**config.mk**
```make
export PLATFORM = sky130hd
export DESIGN_NAME = decoder_seq
export DESIGN_NICKNAME = d
export VERILOG_FILES = /design/src/rtl/decoder_pkg.sv /design/src/rtl/dec3to8.sv /design/src/rtl/decoder_seq.sv
export SDC_FILE = /design/constraint.sdc
export NUM_CORES = 1
export LEC_CHECK = 0
export BUFFER_PORTS_ARGS = -buffer_cell sky130_fd_sc_hd__clkbuf_2
export CORE_MARGIN = 4
export CORE_UTILIZATION = 29
export CTS_BUF_LIST = sky130_fd_sc_hd__clkbuf_8
export CTS_CLUSTER_DIAMETER = 150
export DETAILED_ROUTE_END_ITERATION = 16
export GPL_TIMING_DRIVEN = 0
export SETUP_SLACK_MARGIN = 0.02
export SLEW_MARGIN = 20
export SYNTH_ARGS = -nofsm -noshare
export SYNTH_HDL_FRONTEND = slang
export SYNTH_HIERARCHICAL = 1
export SYNTH_SLANG_ARGS = --single-unit
```
**constraint.sdc**
```tcl
create_clock -name clk -period 3.5 [get_ports clk]
set_clock_uncertainty 0.1 [all_clocks]
set_input_delay 1.05 -clock clk [delete_from_list [all_inputs] [get_ports clk]]
set_output_delay 1.05 -clock clk [all_outputs]
set_load 0.03 [all_outputs]
```
**src/rtl/decoder_pkg.sv**
```systemverilog
// Shared types and constants for the decoder sequencer: FSM states and
// hold-counter width.
package decoder_pkg;

    typedef enum logic [1:0] {
        IDLE  = 2'd0,
        HOLD  = 2'd1,
        SWEEP = 2'd2
    } state_t;

    localparam int CNT_W      = 8;
    localparam int CODE_W     = 3;
    localparam int NUM_OUTS   = 8;
    localparam logic [CODE_W-1:0] LAST_CODE = 3'd7;

endpackage

```
**src/rtl/dec3to8.sv**
```systemverilog
// Combinational 3-to-8 one-hot decoder; exactly one output bit is set for
// every input code.
module dec3to8
    import decoder_pkg::*;
(
    input  logic [CODE_W-1:0]   code,
    output logic [NUM_OUTS-1:0] onehot
);

    // NOTE: assign a default before the indexed write so every path drives
    // every bit; otherwise the synthesizer infers latches.
    always_comb begin
        onehot       = '0;
        onehot[code] = 1'b1;
    end

endmodule

```
**src/rtl/decoder_seq.sv**
```systemverilog
// Decoder sequencer: holds a one-hot decode of an accepted code for
// HOLD_CYCLES cycles, or sweeps codes 0..7 and pulses done at the end.
module decoder_seq
    import decoder_pkg::*;
#(
    parameter int HOLD_CYCLES = 4
) (
    input  logic clk,
    input  logic rst,
    input  logic A0,
    input  logic A1,
    input  logic A2,
    input  logic valid,
    output logic ready,
    input  logic sweep_start,
    output logic D0,
    output logic D1,
    output logic D2,
    output logic D3,
    output logic D4,
    output logic D5,
    output logic D6,
    output logic D7,
    output logic busy,
    output logic done
);

    localparam logic [CNT_W-1:0] HOLD_LOAD = CNT_W'(HOLD_CYCLES - 1);

    state_t               state;
    logic [CNT_W-1:0]     cnt;
    logic [CODE_W-1:0]    code;
    logic [NUM_OUTS-1:0]  d_q;
    logic [CODE_W-1:0]    dec_in;
    logic [NUM_OUTS-1:0]  dec_out;

    // Code presented to the decoder: the one about to be loaded into d_q.
    always_comb begin
        dec_in = code;
        case (state)
            IDLE:    dec_in = sweep_start ? '0 : {A2, A1, A0};
            SWEEP:   dec_in = code + 3'd1;
            default: dec_in = code;
        endcase
    end

    dec3to8 u_dec (
        .code   (dec_in),
        .onehot (dec_out)
    );

    // NOTE: sequential state uses non-blocking assignments so every register
    // samples pre-edge values regardless of statement order.
    always_ff @(posedge clk) begin
        if (rst) begin
            state <= IDLE;
            cnt   <= '0;
            code  <= '0;
            d_q   <= '0;
            done  <= 1'b0;
        end else begin
            done <= 1'b0;
            case (state)
                IDLE: begin
                    if (sweep_start || valid) begin
                        state <= sweep_start ? SWEEP : HOLD;
                        code  <= dec_in;
                        cnt   <= HOLD_LOAD;
                        d_q   <= dec_out;
                    end
                end
                HOLD: begin
                    if (cnt == '0) begin
                        state <= IDLE;
                        d_q   <= '0;
                    end else begin
                        cnt <= cnt - 1'b1;
                    end
                end
                SWEEP: begin
                    if (cnt != '0) begin
                        cnt <= cnt - 1'b1;
                    end else if (code == LAST_CODE) begin
                        state <= IDLE;
                        d_q   <= '0;
                        done  <= 1'b1;
                    end else begin
                        code <= dec_in;
                        cnt  <= HOLD_LOAD;
                        d_q  <= dec_out;
                    end
                end
                default: begin
                    state <= IDLE;
                    d_q   <= '0;
                end
            endcase
        end
    end

    assign ready = (state == IDLE);
    assign busy  = (state != IDLE);
    assign {D7, D6, D5, D4, D3, D2, D1, D0} = d_q;

endmodule

```
**Yosys cells after proc, flatten, opt, wreduce, memory -nomap -nowiden**

Cells that the tools add are included.

- Register bits: 22

- Add/sub/neg operators: 2
- $lt $le $gt $ge: 2
- Eq/ne operators: 10
- Multiplexer cells: 25
- Bitwise gates (word level): 1
- Reduce and logical (&&, ||, !) cells: 13

Operators with widths:

| cell | number |
|---|---|
| 8-bit 2-to-1 mux | 8 |
| 8-bit case mux with 3 select lines | 2 |
| 3-bit 2-to-1 mux | 4 |
| 3-bit case mux with 2 select lines | 2 |
| 4-bit AND reduction | 3 |
| 2-bit 2-to-1 mux | 5 |
| 2-bit != test, second input constant | 5 |
| 8-bit zero test | 1 |
| 8-bit nonzero test | 1 |
| 8-bit by 1-bit subtractor with 8-bit output, second input constant | 1 |
| 2-bit case mux with 3 select lines | 1 |
| 3-bit by 4-bit less-than comparator with 1-bit output, second input constant | 1 |
| 2-bit nonzero test | 2 |
| 3-bit by 1-bit adder with 3-bit output, second input constant | 1 |
| 1-bit demux with 3-bit select | 1 |
| 3-bit equality test, second input constant | 1 |
| 3-bit by 1-bit greater-or-equal comparator with 1-bit output, second input constant | 1 |
| 3-bit != test, second input constant | 1 |
| 3-bit AND reduction | 1 |
| 3-bit nonzero test | 1 |
| 3-bit OR reduction | 1 |
| 2-bit by 1-bit equality test with 1-bit output, second input constant | 1 |
| 2-bit equality test, second input constant | 1 |
| 2-bit zero test | 1 |
| 5 further kinds | 6 |

**Depth between registers and ports, before layout**

Gate-level depths: netlist of run 1.

- Word-level depth: 9
- Gate-level depth with buffers: 9
- Gate-level depth less buffers: 8

**Hierarchy**

Netlist of run 1, hierarchy kept.

Modules (own cells, without submodules):

| module | instances | cells an instance | area each (um2) | seq. area each (um2) |
|---|---|---|---|---|
| decoder_seq | 1 | 145 | 1251.2 | 440.4 |
| dec3to8 | 1 | 8 | 65.1 | 0.0 |

**Worst setup path before layout of run 1**

OpenSTA, ideal clock, no wires.

- Path type: input -> register
- From: in sweep_start
- To: reg d_q[7]
- Library setup time: 0.070 ns
- Arrival time: 2.080 ns
- Required time: 3.330 ns
- Path slack: 1.249 ns
- Cell stages on the path: 6
- Buffers on the path: 0
- Path through: nor2b_1 a22oi_1 o21ai_0 and3_2 nand4_1 a21oi_1

- Longest elaborated chain between the ends: 9
- Elaborated cells between the ends (all ways): 14
- Those cells by class: order compare: 2; eq/ne: 1; mux: 8; reduce/logical: 3

RTL lines:

| item | line | text |
|---|---|---|
| from (decl) | decoder_seq.sv:15 | `input logic sweep_start,` |
| 3-bit 2-to-1 mux (*) | decoder_seq.sv:41 | `IDLE: dec_in = sweep_start ? '0 : {A2, A1, A0};` |
| 3-bit case mux with 2 select lines (*) | decoder_seq.sv:40 | `case (state)` |
| net dec_in[0] | decoder_seq.sv:34 | `logic [CODE_W-1:0] dec_in;` |
| 3-bit by 4-bit less-than comparator with 1-bit output (implied by the code) / 3-bit by 1-bit greater-or-equal comparator with 1-bit output (equally long branches) | dec3to8.sv:14 | `onehot[code] = 1'b1;` |
| 1-bit logical AND (implied by the code) | dec3to8.sv:14 |  |
| 1-bit 2-to-1 mux (implied by the code) | dec3to8.sv:14 |  |
| 1-bit demux with 3-bit select (*) | - |  |
| net dec_out[7] | decoder_seq.sv:35 | `logic [NUM_OUTS-1:0] dec_out;` |
| 8-bit 2-to-1 mux | decoder_seq.sv:83 | `end else if (code == LAST_CODE) begin` |
| 8-bit 2-to-1 mux | decoder_seq.sv:81 | `if (cnt != '0) begin` |
| 8-bit case mux with 3 select lines (*) | decoder_seq.sv:63 | `case (state)` |
| to (signal assigned) | decoder_seq.sv:69 | `d_q <= dec_out;` |
| to (signal assigned) | decoder_seq.sv:90 | `d_q <= dec_out;` |
| to (decl) | decoder_seq.sv:33 | `logic [NUM_OUTS-1:0] d_q;` |

The timed path passes the listed nets; every way through them passes the cells marked *. The select of a mux whose other input is x is not followed.
A chain may end at the register's enable or synchronous reset.

**Final worst setup path of run 1**

- From: reg state[0]
- To: out busy

- Longest elaborated chain between the ends: 1

RTL lines:

| item | line | text |
|---|---|---|
| from (decl) | decoder_seq.sv:30 | `state_t state;` |
| from (signal assigned) | decoder_seq.sv:66 | `state <= sweep_start ? SWEEP : HOLD;` |
| 2-bit nonzero test | decoder_seq.sv:102 | `assign busy = (state != IDLE);` |
| to (decl) | decoder_seq.sv:24 | `output logic busy,` |

No other way between the ends.

==> results.json, run 1 <==
{
  "status": "finished clean",
  "cts_num_sinks": 22,
  "reg2reg_depth": 7,
  "yosysWarnings": 6,
  "numCtsBuffers": 3,
  "worst-path-max-fanout": 6,
  "final_common_cell": "dfxtp_1",
  "dp_hpwl_um": 2255,
  "rrSetupSlack_ns": 1.14,
  "startpoint": "state[0]",
  "cts_root_buf": "clkbuf_8",
  "die_area_mm2": 0.005681,
  "min_path_type": "reg2reg",
  "setup_viol": 0,
  "yosys_most_used_dff": "dfxtp_1",
  "max_slew_margin": 0.4650,
  "grt_pass1_vias": 1113,
  "nets": 189,
  "fp.coreArea_mm2": 0.004384,
  "cts_tree": "built",
  "grt_usage": 0.1200,
  "leakage_nw": 0.6191,
  "ir_worst_vdd_v": 0.0001989,
  "cp_slowest_cell": "dfxtp_1",
  "cp_cell_sequence": "inv_1 -> ha_1 -> inv_1 -> clkbuf_2",
  "chipHeight_um": 75.37,
  "io_buffers": 17,
  "synth_area_leaders": "dfxtp_1 (33%), ha_1 (6.7%), a21oi_1 (6.5%), nand4_1 (5.2%), o21ai_0 (4.6%)",
  "io_pins": 18,
  "yosysTopAreaCellShare": 0.3346,
  "drt_iter0_markers": 131,
  "arrival_ns": 1.36,
  "viasPerCell": 5.531,
  "die_w_um": 75.37,
  "async_flop_share": 0,
  "gp_congestion": 0.8780,
  "cp.required_ns": 2.35,
  "grt_max_degree": 14,
  "hold_buffers": 0,
  "dp.cells": 222,
  "wl_per_cell_um": 14.23,
  "min_period_over_period": 0.7180,
  "post_cts_resized": 0,
  "synth_area_mm2": 0.001316,
  "syn_avg_cell_area_um2": 8.603,
  "layout_common_cells": "dfxtp_1 (22), a21oi_1 (17), clkbuf_2 (17), o21ai_0 (12), nand4_1 (11)",
  "preCtsSetupSlack_ns": 0.8902,
  "overflow": 0,
  "synth-seq-cells": 22,
  "drv_slew": 0,
  "rsz0062_at_grt": "false",
  "yosysSeqAreaShare": 0.3346,
  "reg2reg_to": "cnt[6]",
  "nFillCells": 454,
  "h-tree-depth": 1,
  "ys_types": 45,
  "synth_cells": 153,
  "cap_violations": 0,
  "grt_pass1_wl_um": 5402,
  "drc": 0,
  "finalHoldViolCount": 0,
  "start_util": 0.3002,
  "cpMostUsedCell": "inv_1",
  "yosys.area.top_type": "dfxtp_1",
  "num_vias": 1250,
  "finalCriticalPeriod_ns": 2.513,
  "drive_gt1_frac": 0.2011,
  "max_stage_delay_ns": 0.39,
  "power_density_mw_per_mm2": 588.3,
  "critPathCaptureType": "output pin",
  "clkTransAtPathRegs_ns": 0.09,
  "clock_latency_ns": 0.27,
  "final_cell_count_no_fill": 226,
  "finalWirelength_um": 3217,
  "first_pass_iters": 4,
  "synth_edf_count": 0,
  "worstSetupEndpoint": "busy",
  "postCtsSetupBuffers": 0,
  "reg2reg_from": "cnt[0]",
  "fin_ws_ns": 0.9870,
  "syn-num-nets": 167,
  "antenna_found_initial": 0,
  "diodes": 0,
  "row_count": 24,
  "cts_buffer_depth": 2,
  "fmaxAchievable_mhz": 397.9,
  "start_kind": "flip-flop",
  "worst_pin_slew_ns": 0.7941,
  "area_delta_synth_final_pct": 16.82,
  "crit_type": "reg2out",
  "fin_setup_tns_ns": 0,
  "final_antenna_net_count": 0
}
-- how the worst min path moves through the flow --
stage                 from     end  slack (ns)  depth (start not counted)
floorplan           cnt[6]  cnt[6]        0.36                          2
global placement    d_q[4]  d_q[4]        0.36                          2
global route        d_q[2]  d_q[2]        0.39                          2
detailed placement  d_q[3]  d_q[3]        0.36                          2
CTS                 d_q[3]  d_q[3]        0.38                          2
finish              d_q[0]  d_q[0]        0.38                          2
-- worst max-delay path: cells and delay by family (launching register included) --
family / cells / cell delay (ns)
DFF: 1 / 0.39
adders and majority gates: 1 / 0.27
buffers and inverters: 3 / 0.43
-- logic make-up (layout without fill, tap and decap cells) --
logic type	count (synthesis)	after routing	synth area share
AO/OA/AOI/OAI	55	55	0.2785
AND/OR/NAND/NOR	53	53	0.2605
flip-flops	22	22	0.3346
buffers and inverters	16	37	0.05989
adder cells (fa/ha/maj)	7	7	0.06654
-- per-layer routing --
metal  share of wire  GRT usage  vias up  wire, um
met5               0          0        -         0
met2            0.44     0.1745       35      1420
met1            0.50     0.1817      580      1615
li1                -          -      633         -
met4          0.0053    0.02330        0        17
met3           0.051    0.02639        2       165
-- cell usage after synthesis (4+ instances only) --
master and number:
inv_1 10, a21oi_1 17, nand4_1 11, ha_1 7, a31oi_1 5, nand2_1 6
dfxtp_1 22, nor3b_1 4, o21ai_0 12, nor2_1 6
-- registers in the layout, indices dropped and copies added, names as in the netlist --
register  count
done          1
code          3
cnt           8
state         2
d_q           8
-- power breakdown --
part / internal, mW / switching [mW]
Clock: 0.153 / 0.0918
Sequential: 0.279 / 0.0225
Combinational: 0.134 / 0.225
Total: 0.565 / 0.340
-- per-stage QoR --
stage | instance area (um^2) | power [mW] | util | hold slack [ns]
after floorplan | 1316 | 0.5770 | - | 0.3613
after global placement | 1466 | 0.6592 | 0.3345 | 0.3601
after detailed placement | 1466 | 0.6619 | 0.3345 | 0.3641
after CTS | 1538 | 0.9105 | 0.3507 | 0.3781
after global routing | 1538 | 0.9611 | 0.3507 | 0.3949
final | 1538 | 0.9046 | 0.3507 | 0.3751
-- final cells by class --
cell class	count	area, um^2	area share
Clock inverter	1	30.03	0.01953
Clock buffer	3	41.29	0.02685
Buffer	6	41.29	0.02685
Multi-Input combinational cell	115	797.0	0.5183
Tap cell	52	65.06	0.04231
Timing Repair Buffer	17	85.08	0.05533
Inverter	10	37.54	0.02441
Sequential cell	22	440.4	0.2864
No activity file was read; power rests on OpenSTA's default activity.
==> run 2, diff against run 1 <==
- clock period: 3.5 -> 2.23 ns (I/O delays scaled with it)
==> results.json, run 2 (same netlist as run 1, synthesis figures left out) <==
{
  "status": "finished clean",
  "numCtsBuffers": 3,
  "worst_pin_slew_ns": 0.6480,
  "cpMostUsedCell": "inv_1",
  "switching_share": 0.3745,
  "cp.required_ns": 2.33,
  "leakage_nw": 0.6299,
  "worstHoldStart": "d_q[0]",
  "ir_worst_vdd_v": 0.0003127,
  "rrSetupSlack_ns": 0.13,
  "cts_num_sinks": 22,
  "finalWirelength_um": 3245,
  "layout_common_cells": "dfxtp_1 (20), clkbuf_2 (18), a21oi_1 (16), o21ai_0 (11), nand4_1 (11)",
  "die_area_mm2": 0.005681,
  "rsz0062_at_grt": "true",
  "first_pass_iters": 4,
  "drive_gt1_frac": 0.2529,
  "wl_per_cell_um": 14.36,
  "io_pins": 18,
  "h-tree-depth": 1,
  "cts_root_buf": "clkbuf_8",
  "min_period_over_period": 0.9419,
  "min_path_type": "reg2reg",
  "cap_violations": 0,
  "switchingPower_uw": 539.7,
  "fmaxAchievable_mhz": 476.1,
  "area_delta_synth_final_pct": 19.30,
  "nets": 189,
  "arrival_ns": 2.20,
  "viasPerCell": 5.531,
  "die_w_um": 75.37,
  "antenna_found_initial": 0,
  "min_to": "d_q[0]",
  "setup_viol": 0,
  "grt_pass1_wl_um": 5402,
  "finalHoldViolCount": 0,
  "largestRegisters": "cnt x8, d_q x8, code x3",
  "finalCriticalPeriod_ns": 2.100,
  "chipHeight_um": 75.37,
  "gp_congestion": 0.8780,
  "reg2reg_to": "d_q[3]",
  "clkTransAtPathRegs_ns": 0.09,
  "num_vias": 1250,
  "pwr-share-clk": 0.267,
  "row_count": 24,
  "p_comb_frac": 0.403,
  "fin_ws_ns": 0.1296,
  "grt_pass1_vias": 1113,
  "internal-power_uw": 901.4,
  "postCtsSetupBuffers": 0,
  "cp_cell_sequence": "inv_1 -> ha_1 -> buf_6 -> a222oi_1 -> inv_1 -> and3b_2 -> nand4_1 -> a21oi_1",
  "grt_usage": 0.1200,
  "power_density_mw_per_mm2": 917.7,
  "final_common_cell": "dfxtp_1",
  "final_antenna_net_count": 0,
  "fp.coreArea_mm2": 0.004384,
  "start_kind": "flip-flop",
  "diodes": 0,
  "preCtsSetupSlack_ns": -0.09085,
  "clock_latency_ns": 0.27,
  "dp_hpwl_um": 2255,
  "cp_slowest_cell": "a222oi_1",
  "hold_buffers": 0,
  "fin_setup_tns_ns": 0,
  "cts_buffer_depth": 2,
  "whs_ns": 0.3770,
  "drc": 0,
  "drt_iter0_markers": 115,
  "reg2reg_from": "state[0]",
  "start_util": 0.3002,
  "grt_max_degree": 14,
  "critPathCaptureType": "flip-flop",
  "drv_slew": 0,
  "max_slew_margin": 0.5661,
  "worst-path-max-fanout": 10,
  "overflow": 0,
  "io_buffers": 17,
  "crit_type": "reg2reg",
  "max_stage_delay_ns": 0.42,
  "cts_tree": "built",
  "seqPwrFrac": 0.329,
  "reg2reg_depth": 8,
  "hold_depth": 2
}
run 2: worst max-delay path by stage:
stage,startpoint,endpoint,cells after the start
after detailed placement,cnt[0],cnt[6],7
after global placement,cnt[0],cnt[6],7
after floorplan,state[0],d_q[7],8
after CTS,state[0],d_q[3],8
final,state[0],d_q[3],8
after global routing,state[0],d_q[1],8
run 2: power by group through the flow:
stage / clock network, mW / registers (mW) / logic, mW
3_3_place_gp: 0 / 0.480 / 0.555
2_1_floorplan: 0 / 0.503 / 0.403
6_report: 0.385 / 0.475 / 0.581
5_1_grt: 0.408 / 0.482 / 0.640
4_1_cts: 0.396 / 0.472 / 0.566
3_5_place_dp: 0 / 0.481 / 0.558
run 2: what timing repair did:
| action | in CTS | in global routing |
|---|---|---|
| gates resized for setup | 2 | 10 |
| gates cloned | 0 | 0 |
| setup endpoints to repair | 10 | 18 |
| pin swaps | 0 | 3 |
run 2: per-stage QoR:
step | instance area (um^2) | std cells | power (mW) | utilization
after floorplan | 1316 | 153 | 0.9056 | -
final | 1570 | 226 | 1.441 | 0.3582
after global placement | 1466 | 222 | 1.035 | 0.3345
after global routing | 1570 | 226 | 1.530 | 0.3582
after detailed placement | 1466 | 222 | 1.039 | 0.3345
after CTS | 1546 | 226 | 1.434 | 0.3527
run 2: routing by layer:
layer  part of all wire  track usage  routed length [um]  up-vias
met3              0.037      0.02639                 119        2
li1                   -            -                   -      636
met4             0.0059      0.02330                  19        0
met2               0.45       0.1745                1469       32
met1               0.50       0.1817                1637      580
met5                  0            0                   0        -
run 2: critical path, delay by kind of cell, from the launching register on:
family	cells	cell delay [ns]
simple gates	2	0.34
buf+inv	3	0.42
flops	1	0.36
compound gates	2	0.57
fa+ha+maj	1	0.24
run 2: layout make-up:
class                           count  area [um^2]
Multi-Input combinational cell    115        825.8
Inverter                           10        37.54
Tap cell                           52        65.06
Timing Repair Buffer               17        85.08
Clock buffer                        3        41.29
Clock inverter                      1        30.03
Fill cell                         452         2814
Buffer                              6        42.54
Sequential cell                    22        442.9
